--- src/rtl/fetch_pc_unit_pkg.sv ---
// Shared types and defaults for the fetch PC unit.
package fetch_pc_unit_pkg;

  localparam int unsigned InstrWidth = 32;

  localparam logic [31:0] RESET_PC_DEFAULT = 32'h0000_0000;
  localparam int unsigned PC_STEP_DEFAULT  = 4;

  typedef enum logic [1:0] {
    StIdle,
    StReq,
    StDrop
  } fetch_state_e;

  // Sequential successor of a PC; wraps modulo 2^32.
  function automatic logic [31:0] next_seq_pc(input logic [31:0] pc, input logic [31:0] step);
    return pc + step;
  endfunction

endpackage

--- src/rtl/fetch_pc_unit_if.sv ---
// Jump-mux, decode and instruction-memory signals of the fetch PC unit.
interface fetch_pc_unit_if;
  import fetch_pc_unit_pkg::*;

  logic [31:0]           iNewPC;
  logic                  iRedirect;
  logic                  iStall;
  logic                  iMemAck;
  logic [InstrWidth-1:0] iMemData;
  logic [31:0]           oPC;
  logic [31:0]           oNextPC;
  logic                  oMemReq;
  logic [31:0]           oMemAddr;
  logic [InstrWidth-1:0] oInstr;
  logic [31:0]           oInstrPC;
  logic                  oInstrValid;

  // Fetch unit side.
  modport master (
    input  iNewPC, iRedirect, iStall, iMemAck, iMemData,
    output oPC, oNextPC, oMemReq, oMemAddr, oInstr, oInstrPC, oInstrValid
  );

  // Environment side (mux, decode, memory).
  modport slave (
    output iNewPC, iRedirect, iStall, iMemAck, iMemData,
    input  oPC, oNextPC, oMemReq, oMemAddr, oInstr, oInstrPC, oInstrValid
  );

endinterface

--- src/rtl/fetch_pc_unit_buf.sv ---
// One-entry instruction/PC holding register between fetch and decode.
module fetch_pc_unit_buf
  import fetch_pc_unit_pkg::*;
(
  input  logic                  clk_i,
  input  logic                  rst_i,
  input  logic                  load_i,
  input  logic [InstrWidth-1:0] load_instr_i,
  input  logic [31:0]           load_pc_i,
  input  logic                  stall_i,
  input  logic                  flush_i,
  output logic [InstrWidth-1:0] instr_o,
  output logic [31:0]           pc_o,
  output logic                  valid_o,
  output logic                  slot_free_o
);

  logic [InstrWidth-1:0] instr_q, instr_d;
  logic [31:0]           pc_q, pc_d;
  logic                  valid_q, valid_d;

  // Next-state: flush beats load, load beats consume, stall holds.
  always_comb begin
    instr_d = instr_q;
    pc_d    = pc_q;
    valid_d = valid_q;
    if (flush_i) begin
      valid_d = 1'b0;
    end else if (load_i) begin
      instr_d = load_instr_i;
      pc_d    = load_pc_i;
      valid_d = 1'b1;
    end else if (valid_q && !stall_i) begin
      valid_d = 1'b0;
    end
  end

  // Buffer registers with synchronous reset.
  always_ff @(posedge clk_i) begin
    if (rst_i) begin
      instr_q <= '0;
      pc_q    <= '0;
      valid_q <= 1'b0;
    end else begin
      instr_q <= instr_d;
      pc_q    <= pc_d;
      valid_q <= valid_d;
    end
  end

  assign instr_o     = instr_q;
  assign pc_o        = pc_q;
  assign valid_o     = valid_q;
  assign slot_free_o = !valid_q || !stall_i;

endmodule

--- src/rtl/fetch_pc_unit.sv ---
// Fetch PC register, request FSM and decode buffer.
module fetch_pc_unit
  import fetch_pc_unit_pkg::*;
#(
  parameter logic [31:0] RESET_PC = RESET_PC_DEFAULT,
  parameter int unsigned PC_STEP  = PC_STEP_DEFAULT
) (
  input logic            iClk,
  input logic            iReset,
  fetch_pc_unit_if.master bus
);

  fetch_state_e state_q, state_d;
  logic [31:0]  pc_q, pc_d;
  logic [31:0]  drop_addr_q, drop_addr_d;
  logic         req_q, req_d;

  logic         slot_free;
  logic         mem_req;
  logic [31:0]  mem_addr;
  logic         accept;

  // Request/address outputs and accept decode.
  always_comb begin
    mem_req  = 1'b0;
    mem_addr = pc_q;
    unique case (state_q)
      StIdle: mem_req = 1'b0;
      // An already-raised request stays up; a new one needs a free slot.
      StReq:  mem_req = req_q || slot_free;
      StDrop: begin
        mem_req  = 1'b1;
        mem_addr = drop_addr_q;
      end
      default: mem_req = 1'b0;
    endcase
    accept = (state_q == StReq) && mem_req && bus.iMemAck && !bus.iRedirect;
  end

  // Next-state for FSM, PC and stale-address latch.
  always_comb begin
    state_d     = state_q;
    pc_d        = pc_q;
    drop_addr_d = drop_addr_q;
    req_d       = 1'b0;
    if (bus.iRedirect || accept) begin
      pc_d = bus.iNewPC;
    end
    unique case (state_q)
      StIdle: state_d = StReq;
      StReq: begin
        if (bus.iRedirect && mem_req && !bus.iMemAck) begin
          // Memory still owes us a word for the old address.
          state_d     = StDrop;
          drop_addr_d = pc_q;
        end else begin
          req_d = mem_req && !bus.iMemAck && !bus.iRedirect;
        end
      end
      StDrop: begin
        if (bus.iMemAck) begin
          state_d = StReq;
        end
      end
      default: state_d = StIdle;
    endcase
  end

  // State registers with synchronous reset.
  always_ff @(posedge iClk) begin
    if (iReset) begin
      state_q     <= StIdle;
      pc_q        <= RESET_PC;
      drop_addr_q <= '0;
      req_q       <= 1'b0;
    end else begin
      state_q     <= state_d;
      pc_q        <= pc_d;
      drop_addr_q <= drop_addr_d;
      req_q       <= req_d;
    end
  end

  fetch_pc_unit_buf u_buf (
    .clk_i        (iClk),
    .rst_i        (iReset),
    .load_i       (accept),
    .load_instr_i (bus.iMemData),
    .load_pc_i    (pc_q),
    .stall_i      (bus.iStall),
    .flush_i      (bus.iRedirect),
    .instr_o      (bus.oInstr),
    .pc_o         (bus.oInstrPC),
    .valid_o      (bus.oInstrValid),
    .slot_free_o  (slot_free)
  );

  assign bus.oPC      = pc_q;
  assign bus.oNextPC  = next_seq_pc(pc_q, 32'(PC_STEP));
  assign bus.oMemReq  = mem_req;
  assign bus.oMemAddr = mem_addr;

endmodule

--- src/flat_wrapper.sv ---
// flat-port wrapper written by rule: the top's interface ports become plain ports
module fetch_pc_unit_flat import fetch_pc_unit_pkg::*;
#(
  parameter logic [31:0] RESET_PC = RESET_PC_DEFAULT,
  parameter int unsigned PC_STEP  = PC_STEP_DEFAULT
)
  (iClk, iReset, bus_iNewPC, bus_iRedirect, bus_iStall, bus_iMemAck, bus_iMemData, bus_oPC, bus_oNextPC, bus_oMemReq, bus_oMemAddr, bus_oInstr, bus_oInstrPC, bus_oInstrValid);
  fetch_pc_unit_if bus_i ();
  input logic iClk;
  input logic iReset;
  input wire logic [$bits(bus_i.iNewPC)-1:0] bus_iNewPC;
  input wire logic [$bits(bus_i.iRedirect)-1:0] bus_iRedirect;
  input wire logic [$bits(bus_i.iStall)-1:0] bus_iStall;
  input wire logic [$bits(bus_i.iMemAck)-1:0] bus_iMemAck;
  input wire logic [$bits(bus_i.iMemData)-1:0] bus_iMemData;
  output wire logic [$bits(bus_i.oPC)-1:0] bus_oPC;
  output wire logic [$bits(bus_i.oNextPC)-1:0] bus_oNextPC;
  output wire logic [$bits(bus_i.oMemReq)-1:0] bus_oMemReq;
  output wire logic [$bits(bus_i.oMemAddr)-1:0] bus_oMemAddr;
  output wire logic [$bits(bus_i.oInstr)-1:0] bus_oInstr;
  output wire logic [$bits(bus_i.oInstrPC)-1:0] bus_oInstrPC;
  output wire logic [$bits(bus_i.oInstrValid)-1:0] bus_oInstrValid;
  assign bus_i.iNewPC = bus_iNewPC;
  assign bus_i.iRedirect = bus_iRedirect;
  assign bus_i.iStall = bus_iStall;
  assign bus_i.iMemAck = bus_iMemAck;
  assign bus_i.iMemData = bus_iMemData;
  assign bus_oPC = bus_i.oPC;
  assign bus_oNextPC = bus_i.oNextPC;
  assign bus_oMemReq = bus_i.oMemReq;
  assign bus_oMemAddr = bus_i.oMemAddr;
  assign bus_oInstr = bus_i.oInstr;
  assign bus_oInstrPC = bus_i.oInstrPC;
  assign bus_oInstrValid = bus_i.oInstrValid;
  fetch_pc_unit #(.RESET_PC(RESET_PC), .PC_STEP(PC_STEP)) u_core (.iClk(iClk), .iReset(iReset), .bus(bus_i));
endmodule
--- config.mk ---
export PLATFORM = sky130hd
export DESIGN_NAME = fetch_pc_unit_flat
export DESIGN_NICKNAME = d
export VERILOG_FILES = /design/src/rtl/fetch_pc_unit_pkg.sv /design/src/rtl/fetch_pc_unit_if.sv /design/src/rtl/fetch_pc_unit_buf.sv /design/src/rtl/fetch_pc_unit.sv /design/src/flat_wrapper.sv
export SDC_FILE = /design/constraint.sdc
export NUM_CORES = 1
export LEC_CHECK = 0
export ABC_AREA = 1
export CORE_UTILIZATION = 40
export CTS_CLUSTER_DIAMETER = 40
export DETAILED_ROUTE_END_ITERATION = 8
export DONT_BUFFER_PORTS = 1
export HOLD_SLACK_MARGIN = 0.02
export PLACE_DENSITY_LB_ADDON = 0.1
export SLEW_MARGIN = 20
export SYNTH_ARGS = -nofsm -noshare
export SYNTH_HDL_FRONTEND = slang
export SYNTH_SLANG_ARGS = --single-unit
--- constraint.sdc ---
create_clock -name iClk -period 2 [get_ports iClk]
set_clock_uncertainty 0.2 [all_clocks]
set_input_delay 0.4 -clock iClk [delete_from_list [all_inputs] [get_ports iClk]]
set_output_delay 0.4 -clock iClk [all_outputs]
set_load 0.01 [all_outputs]
==> impl_metrics.json, run 1 <==
{
  "outcome": "finished with violations",
  "violations": "setup timing",
  "post_synth.cell_area_avg_um2": 6.51,
  "die_area_mm2": 0.0160,
  "wl_met1_um": 11100,
  "fin_crit_sh": 1.24,
  "cp_cell_sequence": "nand2_2, nor3_4, buf_4, nand2_2, nor2_4, buf_6, xor2_1, buf_4",
  "drive_above_1_share": 0.472,
  "routabilityCongestion": 0.845,
  "worstHoldPathType": "in -> reg",
  "met2_length_um": 14900,
  "finalCriticalPeriod_ns": 2.48,
  "relSlewSlack": 0.724,
  "power_mw": 7.28,
  "synth_top_cell_area_share": 0.427,
  "postSynthCellCount": 951,
  "placedCellCount": 1202,
  "grt_antenna_before_repair": 0,
  "syn_area_mm2": 0.00619,
  "clkSinkCount": 132,
  "crit_type": "reg -> out",
  "vias_per_cell": 5.43,
  "cts_inserted_buffers": 17,
  "fp.dieW_um": 126,
  "finalMaxSlewViolations": 0,
  "grt_start_max_net_pins": 74,
  "fp-row-count": 45,
  "r2r_end": "u_core.u_buf.pc_o[30]$_SDFFE_PP0P_",
  "tightest_slew_ns": 0.415,
  "fmax_mhz": 403,
  "ys_ff_latch": 132,
  "drt_iter0_drc": 440,
  "slowest_stage": "dfxtp_2",
  "synth_flop_cell": "dfxtp_1",
  "peakVddDrop_mv": 0.584,
  "grt_pass1_wl_um": 35400,
  "initial_utilization": 0.409,
  "top_layer_used": "met4",
  "power_density_mw_per_mm2": 614,
  "area_delta_synth_final_pct": 91.6,
  "crit_required_ns": 1.40,
  "syn_nets": 1024,
  "drc": 0,
  "path_clk_slew_ns": 0.06,
  "place_ws_ns": -0.112,
  "total_leakage_power_nw": 5.59,
  "root_buffer": "clkbuf_16",
  "holdPathStages": 3,
  "overflow": 0,
  "nets": 1259,
  "maxCapViolations": 0,
  "wl_per_cell_um": 21.7,
  "fin_cells": 1387,
  "clk_latency_ns": 0.42,
  "cp_slowest_stage_delay_ns": 0.34,
  "synth_edf_count": 0,
  "path_max_fanout": 2,
  "rsz0062_at_grt": "yes",
  "hpwl_um": 14000,
  "synth.distinct_cells": 27,
  "cts_tree": "done",
  "grt_pass1_vias": 6456,
  "totalWireLength_um": 30100,
  "vias": 7535,
  "route.met3.wl_um": 2540,
  "worst_ep_arrival_time_ns": 1.88,
  "hold_viol": 0,
  "io_pins": 231,
  "die_h_um": 126,
  "portBuffers": 0,
  "synth_warnings": 0,
  "drtPass1Iterations": 6,
  "ant_nets": 0,
  "cp-startpoint": "u_core.bus.oPC[6]$_SDFFE_PP0P_",
  "cp-end-kind": "primary output",
  "synth_top_area_cell": "dfxtp_1",
  "worst_slack_ns": -0.480,
  "r2r_setup_slack_ns": -0.31,
  "ys_seq_area_frac": 0.427,
  "synth_common_cells": "271 x nor2_1, 236 x nand2_1, 132 x dfxtp_1",
  "synth_area_leaders": "dfxtp_1 43%, nor2_1 16%, nand2_1 14%",
  "core_region_area_mm2": 0.0151,
  "reg2regPathDepth": 13,
  "synth.most_common_cell": "nor2_1",
  "cts_max_path_buffers": 2,
  "start_kind": "flip-flop",
  "timing.hold.ws_ns": 0.0788,
  "min_to": "u_core.u_buf.instr_o[5]$_SDFFE_PP0P_",
  "setup_viol": 189,
  "htreeDepth": 4,
  "worstHoldStart": "iReset",
  "timing.rr.start": "u_core.state_q[0]$_SDFFE_PP0P_",
  "async_flop_share": 0,
  "grt_use_total": 0.289
}
-- stage by stage --
stage               cell area [µm²]   util  setup TNS (ns)
floorplan                      6210      -         -0.0194
global placement               7140  0.471          -0.616
detailed placement             7140  0.471          -0.695
CTS                            9840  0.650          -12.82
global route                  11900  0.783          -48.94
finish                        11900  0.783          -39.42
-- placed cells by master, fill, tap and decap left out, types with 45 or more instances in the layout --
cell,instances
buf_4,100
dfxtp_1,110
dlygate4sd3_1,68
inv_1,59
nand2_1,113
nand2_2,65
nand2_4,57
nand3_1,45
nor2_1,178
nor2_4,66
-- registers in the layout (all words and copies together) (netlist names) --
register,cells
u_core.req_q,1
u_core.state_q,2
u_core.drop_addr_q,32
u_core.u_buf.instr_o,32
u_core.u_buf.valid_o,1
u_core.bus.oPC,32
u_core.u_buf.pc_o,32
-- timing repair --
item                                    4_1_cts  5_1_grt
buffers inserted                             26       28
resized for setup                           287      361
hold buffers                                 69        0
pin swaps                                    76       78
gates cloned                                  6       29
endpoints found under the setup margin       60      175
endpoints found under the hold margin        67        0
-- power by group --
| group | internal (mW) | switching, mW |
|---|---|---|
| Clock | 1.83 | 1.22 |
| Combinational | 0.615 | 0.800 |
| Sequential | 2.72 | 0.102 |
-- logic make-up after synthesis --
| kind of cell | count (synthesis) | share of synthesized area |
|---|---|---|
| buffers and inverters | 133 | 0.0928 |
| XOR/XNOR | 28 | 0.0396 |
| AND/OR/NAND/NOR | 587 | 0.378 |
| adder cells (fa/ha/maj) | 4 | 0.00809 |
| flip-flops | 132 | 0.427 |
| AO/OA/AOI/OAI | 67 | 0.0542 |
-- area by class of cell --
class,count,area (µm²)
clock inverters,8,76.3
clock buffers,23,488
inverters,80,345
repair inverters,1,8.76
repair buffers,268,3160
well taps,188,235
multi-input cells,686,4850
flip-flops and latches,132,2700
fillers,919,3290
diodes,1,2.50
-- routing by layer --
layer,GRT usage,up-vias
met2,0.487,453
met1,0.352,3556
met4,0.0964,0
li1,-,3395
met3,0.0873,131
met5,0,-
-- critical path, delay by kind of cell (launching register included) --
family / cells / cell delay [ns]
buffers and inverters: 3 / 0.41
xor gates and xnor gates: 1 / 0.20
and+or+nand+nor: 4 / 0.50
DFF: 1 / 0.34
-- how the worst max path moves through the flow --
stage	endpoint	slack, ns	cells past startpoint
2_1_floorplan	bus_oNextPC[22]	-0.02	5
3_3_place_gp	bus_oNextPC[22]	-0.10	7
3_5_place_dp	bus_oNextPC[25]	-0.11	7
4_1_cts	bus_oNextPC[31]	-0.42	7
5_1_grt	bus_oNextPC[31]	-0.54	7
6_report	bus_oNextPC[11]	-0.48	8
No activity file was read; power rests on OpenSTA's default activity.
==> run 2, diff against run 1 <==
Settings changed: RECOVER_POWER from default to 25.
==> results of run 2 <==
Same layout as run 1: the final DEF is identical, and so are final timing and power.
